===== src/rtl/vga_pkg.sv =====
// vga_pkg: shared VGA timing constants, rgb332 type and box palette
package vga_pkg;
  localparam int HBP     = 144;
  localparam int VBP     = 31;
  localparam int HACT    = 640;
  localparam int VACT    = 480;
  localparam int HPIXELS = 800;
  localparam int VLINES  = 521;
  localparam int BOX     = 32;
  typedef struct packed {
    logic [2:0] r;
    logic [2:0] g;
    logic [1:0] b;
  } rgb332_t;
  localparam rgb332_t BG_RGB = 8'h00;
  localparam rgb332_t PALETTE [0:7] = '{8'hFF, 8'hFC, 8'h1F, 8'h1C, 8'hE3, 8'hE0, 8'h03, 8'h92};
endpackage


===== src/rtl/vga_bounce_axis.sv =====
// vga_bounce_axis: one-axis box position/direction update with edge clamp and hit flag
module vga_bounce_axis
  import vga_pkg::*;
#(
  parameter int EXT = 640
) (
  input  logic       dclk_i,
  input  logic       clr_i,
  input  logic       en_i,
  input  logic [2:0] speed_i,
  output logic [9:0] pos_o,
  output logic       hit_o
);
  localparam int LIM = EXT - BOX;
  localparam logic signed [11:0] LIM_S = 12'(LIM);
  logic [9:0] pos_q, pos_d;
  logic dir_q, dir_d, hi, lo;
  logic signed [11:0] nx;
  // candidate position in signed space so undershoot below 0 is visible
  always_comb begin
    nx = dir_q ? $signed({2'b0, pos_q}) + $signed({9'b0, speed_i})
               : $signed({2'b0, pos_q}) - $signed({9'b0, speed_i});
    hi = nx > LIM_S;
    lo = nx < 12'sd0;
    pos_d = !en_i ? pos_q : hi ? 10'(LIM) : lo ? 10'd0 : nx[9:0];
    dir_d = !en_i ? dir_q : hi ? 1'b0 : lo ? 1'b1 : dir_q;
    hit_o = en_i & (hi | lo);
  end
  // state moves only on enabled frame ticks; reset centres the box heading positive
  always_ff @(posedge dclk_i) begin
    if (!clr_i) begin
      pos_q <= 10'(LIM / 2);
      dir_q <= 1'b1;
    end else begin
      pos_q <= pos_d;
      dir_q <= dir_d;
    end
  end
  assign pos_o = pos_q;
endmodule


===== src/rtl/vga_bounce_renderer.sv =====
// vga_bounce_renderer: draws a bouncing palette-cycling box as registered 3:3:2 RGB
module vga_bounce_renderer
  import vga_pkg::*;
(
  input  logic       dclk,
  input  logic       clr,
  input  logic [9:0] hc,
  input  logic [9:0] vc,
  input  logic [2:0] speed,
  input  logic       pause,
  output logic [2:0] red,
  output logic [2:0] green,
  output logic [1:0] blue,
  output logic [9:0] box_x,
  output logic [9:0] box_y,
  output logic [7:0] bounce_cnt
);
  logic tick, en, hx, hy, active, in_box;
  logic [10:0] x, y;
  logic [2:0] ci_q, ci_d;
  logic [7:0] cnt_q, cnt_d;
  rgb332_t rgb_q, rgb_d;
  vga_bounce_axis #(.EXT(HACT)) u_x (
    .dclk_i(dclk), .clr_i(clr), .en_i(en), .speed_i(speed), .pos_o(box_x), .hit_o(hx)
  );
  vga_bounce_axis #(.EXT(VACT)) u_y (
    .dclk_i(dclk), .clr_i(clr), .en_i(en), .speed_i(speed), .pos_o(box_y), .hit_o(hy)
  );
  // frame tick gating, pixel classification and bounce bookkeeping
  always_comb begin
    tick = hc == 10'(HPIXELS - 1) && vc == 10'(VLINES - 1);
    en = tick & ~pause & |speed;
    active = hc >= 10'(HBP) && hc < 10'(HBP + HACT) && vc >= 10'(VBP) && vc < 10'(VBP + VACT);
    x = {1'b0, hc} - 11'(HBP);
    y = {1'b0, vc} - 11'(VBP);
    in_box = x >= {1'b0, box_x} && x < {1'b0, box_x} + 11'(BOX)
          && y >= {1'b0, box_y} && y < {1'b0, box_y} + 11'(BOX);
    rgb_d = !active ? rgb332_t'(8'h00) : in_box ? PALETTE[ci_q] : BG_RGB;
    ci_d = (hx | hy) ? ci_q + 3'd1 : ci_q;
    cnt_d = (hx | hy) ? cnt_q + 8'd1 : cnt_q;
  end
  // registered pixel output and colour/count advance, one step per bounce tick
  always_ff @(posedge dclk) begin
    if (!clr) begin
      rgb_q <= '0;
      ci_q  <= '0;
      cnt_q <= '0;
    end else begin
      rgb_q <= rgb_d;
      ci_q  <= ci_d;
      cnt_q <= cnt_d;
    end
  end
  assign red = rgb_q.r;
  assign green = rgb_q.g;
  assign blue = rgb_q.b;
  assign bounce_cnt = cnt_q;
endmodule


===== config.mk =====
export PLATFORM = sky130hd
export DESIGN_NAME = vga_bounce_renderer
export DESIGN_NICKNAME = d
export VERILOG_FILES = /design/src/rtl/vga_pkg.sv /design/src/rtl/vga_bounce_axis.sv /design/src/rtl/vga_bounce_renderer.sv
export SDC_FILE = /design/constraint.sdc
export NUM_CORES = 1
export LEC_CHECK = 0
export ABC_AREA = 1
export BUFFER_PORTS_ARGS = -buffer_cell sky130_fd_sc_hd__buf_4
export CORE_MARGIN = 2
export CORE_UTILIZATION = 35
export CTS_CLUSTER_DIAMETER = 80
export DETAILED_ROUTE_END_ITERATION = 10
export HOLD_SLACK_MARGIN = 0.08
export SLEW_MARGIN = 20
export SYNTH_ARGS = -nofsm -noshare
export SYNTH_HDL_FRONTEND = slang
export SYNTH_HIERARCHICAL = 1
export SYNTH_SLANG_ARGS = --single-unit

===== constraint.sdc =====
create_clock -name dclk -period 4.17 [get_ports dclk]
set_input_delay 0.834 -clock dclk [delete_from_list [all_inputs] [get_ports dclk]]
set_output_delay 0.834 -clock dclk [all_outputs]
set_load 0.005 [all_outputs]

Word level (Yosys, flattened, before mapping)
Memory sizes are Yosys's and may differ from the RTL's. A register that Yosys moved wholly into a read port is not among the register bits.
Cells that the tools add are included.
Storage, ports and cells
  memories: 1
  ROM bits: 64
  output and inout bits: 36
  flip-flop bits (word level): 33
  input bits: 26
  bits in latches: 0
  memory bits (writable): 0
  logic and storage cells: 64
Operators by class
  magnitude comparators: 12
  bitwise gates (word level): 9
  div/mod/pow operators: 0
  muxes and demuxes: 10
  $mul: 0
  equality and inequality tests: 2
  shift operators: 0
  add/sub/neg operators: 10
  reduce and logical (&&, ||, !) cells: 14
Memories
  (no name shown): words 8, bits a word 8, rd ports 1, clocked after Yosys merged registers in 1, wr ports 0, line vga_bounce_renderer.sv:38  | rgb_d = !active ? rgb332_t'(8'h00) : in_box ? PALETTE[ci_q] : BG_RGB;
Operator list (number)
  10-bit two-way mux: 4
  12-bit by 1-bit < comparator with 1-bit output (second input constant): 2
  12-bit two-way mux: 2
  10-bit by 3-bit adder with 11-bit output: 2
  10-bit by 6-bit adder with 11-bit output (second input constant): 2
  11-bit by 10-bit >= comparator with 1-bit output: 2
  11-bit < comparator: 2
  10-bit by 3-bit subtractor with 11-bit output: 2
  10-bit equality test (second input constant): 2
  12-bit by 10-bit greater-than comparator with 1-bit output (second input constant): 1
  12-bit by 11-bit greater-than comparator with 1-bit output (second input constant): 1
  10-bit by 5-bit subtractor with 11-bit output (second input constant): 1
  10-bit by 8-bit subtractor with 11-bit output (second input constant): 1
  10-bit by 5-bit >= comparator with 1-bit output (second input constant): 1
  10-bit by 8-bit >= comparator with 1-bit output (second input constant): 1
  10-bit < comparator (second input constant): 1
  10-bit by 9-bit < comparator with 1-bit output (second input constant): 1
  8-bit by 1-bit adder with 8-bit output (second input constant): 1
  1-bit logical AND: 7
  1-bit AND: 4
  1-bit two-way mux: 4
  3-bit NOT with 4-bit output: 1
  2-bit AND reduction: 2
  2-bit nonzero test: 2
  other kinds (6): 8

Depth between registers and ports, before layout
Gate-level depths: netlist of the first run.
  word-level depth: 7
  depth in mapped cells: 26
  depth with buffers taken out: 25

Hierarchy
Netlist of the first run, hierarchy kept.
Modules (own cells, without submodules)
  vga_bounce_renderer: cells an instance 341, instances 1, area an instance 2192.1 um^2, sequential area each 340.3 um^2
  vga_bounce_axis at u_y: cells an instance 185, instances 1, area an instance 1146.1 um^2, sequential area each 220.2 um^2
  vga_bounce_axis at u_x: cells an instance 170, instances 1, area an instance 1036.0 um^2, sequential area each 220.2 um^2

Worst setup path after synthesis of the first run
No wires, ideal clock.
  kind: input to register
  start point: in hc[7]
  end point: reg cnt_q[7] (netlist: bounce_cnt[7])
  library setup time: 0.115 ns
  slack: 0.745 ns
  path buffers: 2
  required time: 4.055 ns
  stages on the path: 15
  arrival time: 3.310 ns
  cell sequence: buf_2 -> nor3_1 -> nand4_1 -> nor4_1 -> inv_1 -> clkbuf_1 -> o21ai_0 -> nor2_1 -> nor2_1 -> nand3_1 -> nor2_1 -> nand3_1 -> nor2_1 -> nand2_1 -> nor3b_1
Between the ends
  word-level cells in the longest chain between the ends: 6
  elaborated cells between the ends (all ways): 7
  classes of those cells: 1 x eq/ne; 5 x bitwise; 1 x reduce/logical
RTL lines
  start, declared: line vga_bounce_renderer.sv:7  | input logic [9:0] hc,
  10-bit equality test: line vga_bounce_renderer.sv:31  | tick = hc == 10'(HPIXELS - 1) && vc == 10'(VLINES - 1);
  1-bit logical AND: line vga_bounce_renderer.sv:31
  1-bit AND (2 in series): line vga_bounce_renderer.sv:32  | en = tick & ~pause & |speed;
  named net en: line vga_bounce_renderer.sv:18  | logic tick, en, hx, hy, active, in_box;
  1-bit AND: line vga_bounce_axis.sv:27  | hit_o = en_i & (hi | lo);
  named net hx: line vga_bounce_renderer.sv:18
  1-bit OR: line vga_bounce_renderer.sv:40  | cnt_d = (hx | hy) ? cnt_q + 8'd1 : cnt_q;
  end signal, assigned: line vga_bounce_renderer.sv:51  | cnt_q <= cnt_d;
  end, declared: line vga_bounce_renderer.sv:21  | logic [7:0] cnt_q, cnt_d;
The timed path passes the listed nets, and every way through them passes these cells.
A chain may end at the register's enable or synchronous reset.

Worst setup path in the final report of the first run
  start point: in speed[0]
  end point: reg cnt_q[7] (netlist: bounce_cnt[7])
Between the ends
  word-level cells in the longest chain between the ends: 6
  elaborated cells between the ends (all ways): 17
  classes of those cells: 4 x add/sub; 4 x order compare; 2 x mux; 6 x bitwise; 1 x reduce/logical
RTL lines
  start, declared: line vga_bounce_renderer.sv:9  | input logic [2:0] speed,
  10-bit by 3-bit subtractor with 11-bit output or 10-bit by 3-bit adder with 11-bit output (tied branches): line vga_bounce_axis.sv:22, vga_bounce_axis.sv:21
  12-bit two-way mux: line vga_bounce_axis.sv:21  | nx = dir_q ? $signed({2'b0, pos_q}) + $signed({9'b0, speed_i})
  12-bit by 11-bit greater-than comparator with 1-bit output or 12-bit by 1-bit < comparator with 1-bit output (tied branches): line vga_bounce_axis.sv:23, vga_bounce_axis.sv:24
  1-bit OR: line vga_bounce_axis.sv:27
  1-bit AND *: line vga_bounce_axis.sv:27
  named net hx: line vga_bounce_renderer.sv:18
  1-bit OR *: line vga_bounce_renderer.sv:40
The timed path passes the listed nets; every way through them passes the cells marked *.

==> qor.csv, run 1 <==
metric,value,unit
final core utilization,0.423,
pwr/cell area,181,nW/um^2
Rows,40,
"Primary FF master, synth",dfxtp_1,
sequential cell area,781,sq um
data arrival time of the worst path,3650,ps
Initial Util,0.361,
final setup fails,0,
Bufs on Longest Clock Path,2,
peak supply drop,0.145,mV
CP endpoint kind,flop,
Avg Vias per Cell,4.68,
"FF+latch count, synth",39,
Post-Syn Area per Cell,6.28,sq um
setup ws final,685,ps
Inserted Clock Buffers,5,
Syn Nets,783,
"Largest delay share family, worst path",simple AND/OR/NAND/NOR gates,
max incr delay on CP,400,ps
Pre-antenna DRT Iters,5,
period utilization,0.836,
busiest grt layer,met2,
Clock H-tree levels,2,
core box area,12100,sq um
"count leader, synth",nand2_1,
Max-Cap Viols,0,
Post-CTS Repair Setup Buffers,0,
Final #Nets,844,
DIE AREA,13400,sq um
Placed Instances,918,
minimum clock period,3480,ps
Antenna Nets Post-Route,0,
antenna fix cells,0,
HPWL after DPL,9160,um
Die Ht,116,um
Max Fclk,0.287,GHz
Critical-path top delay cell,fa_1,
DR WL/cell,12.2,um
critical path class,input pin to flop,
Overflow after GRT,0,
CTS resizes,0,
clk sinks,39,
Finished Layout Cells,926,
insertion delay to the later sink of the worst-skew pair,290,ps
Total Routing Usage GR,0.174,
drt drc,0,
first-pass GRT wire length,19100,um
Synth top area share,0.178,
outcome,completed,
Crit path top cell by count,nand2_1,
initial antenna violation count,0,
RSZ-0062 raised after global routing,false,
Vias,4332,
"top cells by area, synth","dfxtp_1 18%, nand2_1 17%, ha_1 16%, inv_1 8.8%, nor2_1 6.3%",
Syn Std Cell Area,4370,sq um
layout cell share with drive strength beyond 1,0.153,
drt total wl,11300,um
ys async rst share,0,
# hold bufs at CTS,0,
CTS root buf,clkbuf_16,
gpl congestion,0.874,
final total power,0.000930,W
routing usage on met1,0.237,
met2 Use GR,0.298,
DRT iter0 DRCs,295,
Worst Path Buf+Inv,4,
maximum fanout along the worst path,11,
Mapped Cells,696,
Synth area leader,dfxtp_1,
Die Width,116,um
skew final,8.63,ps
Fill cells,1308,
number of synthesized flops with an enable pin,0,
"Slew Viols, Final",0,
count of different cell masters after synthesis,36,
"Seq/Total Area, Yosys",0.178,
CTS tree,yes,
Rel. slew slack,0.644,
vias in the first global route,4072,
Synth warnings,6,
I/O pin total,62,
Least-Margin Pin Slew,533,ps
Multi-input gate area,3080,sq um
met3 Use GR,0.0214,
Worst-path clk slew,60,ps
largest net degree at the start of global routing,15,
"Req. time, crit path",4340,ps
LEAKAGE,2.64,nW
Final Hold Fails,0,
Commonest cells post-synth,"193 x nand2_1, 103 x inv_1, 73 x nor2_1, 57 x ha_1, 52 x nand3_1",
P&R area growth vs syn,17.2,%
dpl ws,419,ps
Hold Crit Class,flop to flop,
Final TNS setup,0,ps
startpoint types,input pin,
number of port buffers,61,
logic make-up (layout without fill, tap and decap cells):
| logic type | count (synthesis) | after routing | synth area share |
|---|---|---|---|
| buffers and inverters | 125 | 187 | 0.118 |
| and+or+nand+nor | 389 | 389 | 0.405 |
| adders and majority gates | 61 | 61 | 0.181 |
| AOI/OAI and AO/OA | 62 | 62 | 0.0752 |
| xor gates and xnor gates | 20 | 20 | 0.0418 |
| DFF | 39 | 39 | 0.178 |
power by group:
group	switching (W)	internal [W]	total (W)
registers	0.000000323	0.000373	0.000374
clock network	0.000162	0.000224	0.000385
logic	0.000101	0.0000698	0.000171
total	0.000263	0.000667	0.000930
per-stage QoR:
step / instance area [sq um] / hold slack (ps)
4_1_cts: 5130 / 501
3_3_place_gp: 4980 / 482
5_1_grt: 5130 / 522
6_report: 5130 / 497
2_1_floorplan: 4370 / 447
3_5_place_dp: 4980 / 484
per-layer routing:
metal | up-vias | wire length [um]
met1 | 1920 | 5610
met4 | 0 | 131
met5 | - | 0
li1 | 2334 | -
met2 | 69 | 5240
met3 | 9 | 332
worst paths after layout:
kind / from / depth (start not counted) / to / slack, ps
setup / recovery: speed[0] / 25 / bounce_cnt[7]$_SDFFE_PN0P_ / 690
hold / removal: ci_q[1]$_SDFFE_PN0P_ / 1 / red[1]$_SDFF_PN0_ / 500
setup reg to reg: u_y/pos_o[0]$_SDFFE_PN0P_ / 25 / bounce_cnt[7]$_SDFFE_PN0P_ / 910
hold reg to reg: ci_q[1]$_SDFFE_PN0P_ / 1 / red[1]$_SDFF_PN0_ / 500
worst register-to-register path: cells and delay by family, from the launching register on:
kind,cells,cell delay (ps)
AND/OR/NAND/NOR,19,1890
adder cells (fa/ha/maj),2,560
flip-flops,1,370
buffers and inverters,3,240
AO/OA/AOI/OAI,1,80
sequential cells by signal, indices dropped and copies added (netlist names):
name,cells
u_y/dir_q,1
bounce_cnt,8
ci_q,3
u_x/pos_o,10
u_x/dir_q,1
green,2
red,2
blue,2
u_y/pos_o,10
cell usage in the layout (no fill, tap or decap), types with 2 or more instances in the layout:
cell type / Yosys / layout
fa_1: 4 / 4
inv_1: 103 / 103
nor4_1: 2 / 2
nand2_4: 2 / 2
buf_4: 2 / 63
clkbuf_16: 0 / 5
nand3_1: 52 / 52
nor3b_1: 2 / 2
a21oi_1: 38 / 38
clkinv_1: 3 / 3
nor2_1: 73 / 73
clkinvlp_4: 0 / 2
nor2_4: 3 / 3
xnor2_1: 5 / 5
nor3_2: 3 / 3
inv_2: 10 / 10
nand3b_1: 8 / 8
nand3_2: 6 / 6
o21ai_2: 2 / 2
ha_1: 57 / 57
o21ai_1: 6 / 6
o21ai_0: 12 / 12
dfxtp_1: 39 / 39
nand2_1: 193 / 193
nor3_1: 12 / 12
nand4_1: 14 / 14
xor2_1: 14 / 14
nand2_2: 9 / 9
nor2_2: 8 / 8
o211ai_1: 2 / 2
area by class of cell:
cell class / instances / share of cell area
inverter: 116 / 0.0849
tap: 168 / 0.0410
sequential: 39 / 0.152
clock inverter: 3 / 0.00464
clock buffer: 5 / 0.0244
multi-input combinational: 532 / 0.600
timing repair buffer: 63 / 0.0923
Power figures use the tool's default switching activity.
==> run 2, diff against run 1 <==
clock period = 3.16 ns   (was 4.17 ns; I/O delays follow)
==> run 2 against run 1 <==
Against the previous run: worst hold slack improved by 2.9 ps; non-clock buffer count increased by 31; global-route usage increased by 0.49 points; clock skew increased by 1.2 ps; combinational power up 39%; via count up 4.5%; critical path depth fell by 5; setup slack worse by 490 ps; register-to-register slack worse by 680 ps; highest routed layer unchanged.
==> qor.csv, run 2 (same netlist as run 1, synthesis figures left out) <==
metric,value,unit
period utilization,0.937,
I/O pin total,62,
Finished Layout Cells,957,
Hold Crit Class,flop to flop,
P&R area growth vs syn,24.8,%
Critical-path top delay cell,ha_1,
skew final,9.85,ps
Clock H-tree levels,2,
FF-to-FF Start,u_x/pos_o[1]$_SDFFE_PN0P_,
layout cell share with drive strength beyond 1,0.214,
CP endpoint kind,flop,
DIE AREA,13400,sq um
Max Fclk,0.338,GHz
Rows,40,
most frequent cells in the layout,"190 x nand2_1, 101 x inv_1, 93 x buf_4",
worst hold start,ci_q[0]$_SDFFE_PN0P_,
"Slew Viols, Final",0,
minimum clock period,2960,ps
Avg Vias per Cell,4.73,
insertion delay to the later sink of the worst-skew pair,290,ps
Total Routing Usage GR,0.179,
DR WL/cell,12.3,um
DRT iter0 DRCs,298,
"Largest delay share family, worst path",simple AND/OR/NAND/NOR gates,
drt total wl,11700,um
Final #Nets,875,
Int Pwr,0.000970,W
final core utilization,0.451,
WHS Endpoint,ci_q[0]$_SDFFE_PN0P_,
initial antenna violation count,0,
vias in the first global route,4263,
Reg2Reg Setup Slack,230,ps
critical-path cell list,"buf_4, inv_1, ha_1, inv_2, nor2_1, a21oi_1, nand4_1, nand2_1, nand2_1, nand3_1, nand2_2, o21ai_2, nor2_2, nor2_2, nand3_2, nor2_4, nand3_2, nor2_2, nand2_1, nor3b_1",
"Req. time, crit path",3340,ps
Seq pwr share,0.374,
LEAKAGE,2.81,nW
Max-Cap Viols,0,
reg2reg path depth,18,
Vias,4526,
outcome,completed,
Pre-antenna DRT Iters,5,
max incr delay on CP,370,ps
Final Hold Fails,0,
Sw Ratio,0.265,
clk sinks,39,
clock share of power,0.445,
antenna fix cells,0,
HPWL after DPL,9540,um
CTS root buf,clkbuf_16,
peak supply drop,0.206,mV
core box area,12100,sq um
Logic pwr share,0.181,
first-pass GRT wire length,19700,um
Worst-path clk slew,60,ps
Bufs on Longest Clock Path,2,
critical path class,input pin to flop,
Initial Util,0.361,
number of port buffers,61,
Least-Margin Pin Slew,534,ps
CTS tree,yes,
reg-to-reg endpoint,bounce_cnt[7]$_SDFFE_PN0P_,
Worst Path Buf+Inv,3,
final setup fails,0,
Rel. slew slack,0.639,
hold path depth,1,
pwr/cell area,242,nW/um^2
Overflow after GRT,0,
"most common cell after layout, fill and taps aside",nand2_1,
Antenna Nets Post-Route,0,
largest net degree at the start of global routing,15,
startpoint types,input pin,
Die Ht,116,um
gpl congestion,0.941,
Die Width,116,um
drt drc,0,
maximum fanout along the worst path,5,
Stages on worst setup path,20,
data arrival time of the worst path,3140,ps
Inserted Clock Buffers,5,
sw power,0.000349,W
Placed Instances,948,
[run 2: changes by cell type in the layout (fill, tap and decap cells not counted), sizes merged]
cell,previous run,this run
buf,63,94
bufinv,0,1
clkinvlp,2,0
inv,114,115
[run 2: worst max path at each step]
stage / start / endpoint
after floorplan: speed[0] / bounce_cnt[7]$_SDFFE_PN0P_
after global placement: speed[0] / bounce_cnt[7]$_SDFFE_PN0P_
after detailed placement: speed[0] / bounce_cnt[7]$_SDFFE_PN0P_
after CTS: speed[0] / bounce_cnt[7]$_SDFFE_PN0P_
after global routing: u_x/pos_o[1]$_SDFFE_PN0P_ / bounce_cnt[7]$_SDFFE_PN0P_
final: speed[2] / bounce_cnt[7]$_SDFFE_PN0P_
[run 2: stage by stage]
stage,total power [W],setup slack (ps),hold WS (ps),TNS (ps),area (sq um)
3_3_place_gp,0.000732,-118,485,-160,5210
3_5_place_dp,0.000738,-226,490,-330,5210
4_1_cts,0.00133,67.3,504,0,5380
2_1_floorplan,0.000652,135,447,0,4380
5_1_grt,0.00138,-57.1,544,-57.1,5460
6_report,0.00132,198,500,0,5460
[run 2: area by class of cell]
class	instances	area, sq um
clock buffer	5	125
clock inverter	3	47.5
fill	1303	6650
inverter	116	435
multi-input combinational	532	3150
sequential	39	782
tap	168	210
timing repair buffer	94	709
[run 2: repair_timing]
item | CTS | global route
endpoints found under the setup margin | 0 | 3
gates resized for setup | 0 | 27
hold buffers | 0 | 0
setup buffers | 0 | 1
[run 2: per-layer routing]
metal / GRT usage / share of wire
met1: 0.242 / 0.48
met2: 0.309 / 0.47
met3: 0.0230 / 0.037
met4: 0.0365 / 0.010
met5: 0 / 0
[run 2: power by group through the flow]
stage                     Clock (W)  Sequential (W)  Combinational, W
after floorplan                   0        0.000504          0.000147
after global placement            0        0.000504          0.000228
after detailed placement          0        0.000504          0.000233
after CTS                  0.000600        0.000493          0.000235
after global routing       0.000618        0.000493          0.000274
final                      0.000588        0.000493          0.000238
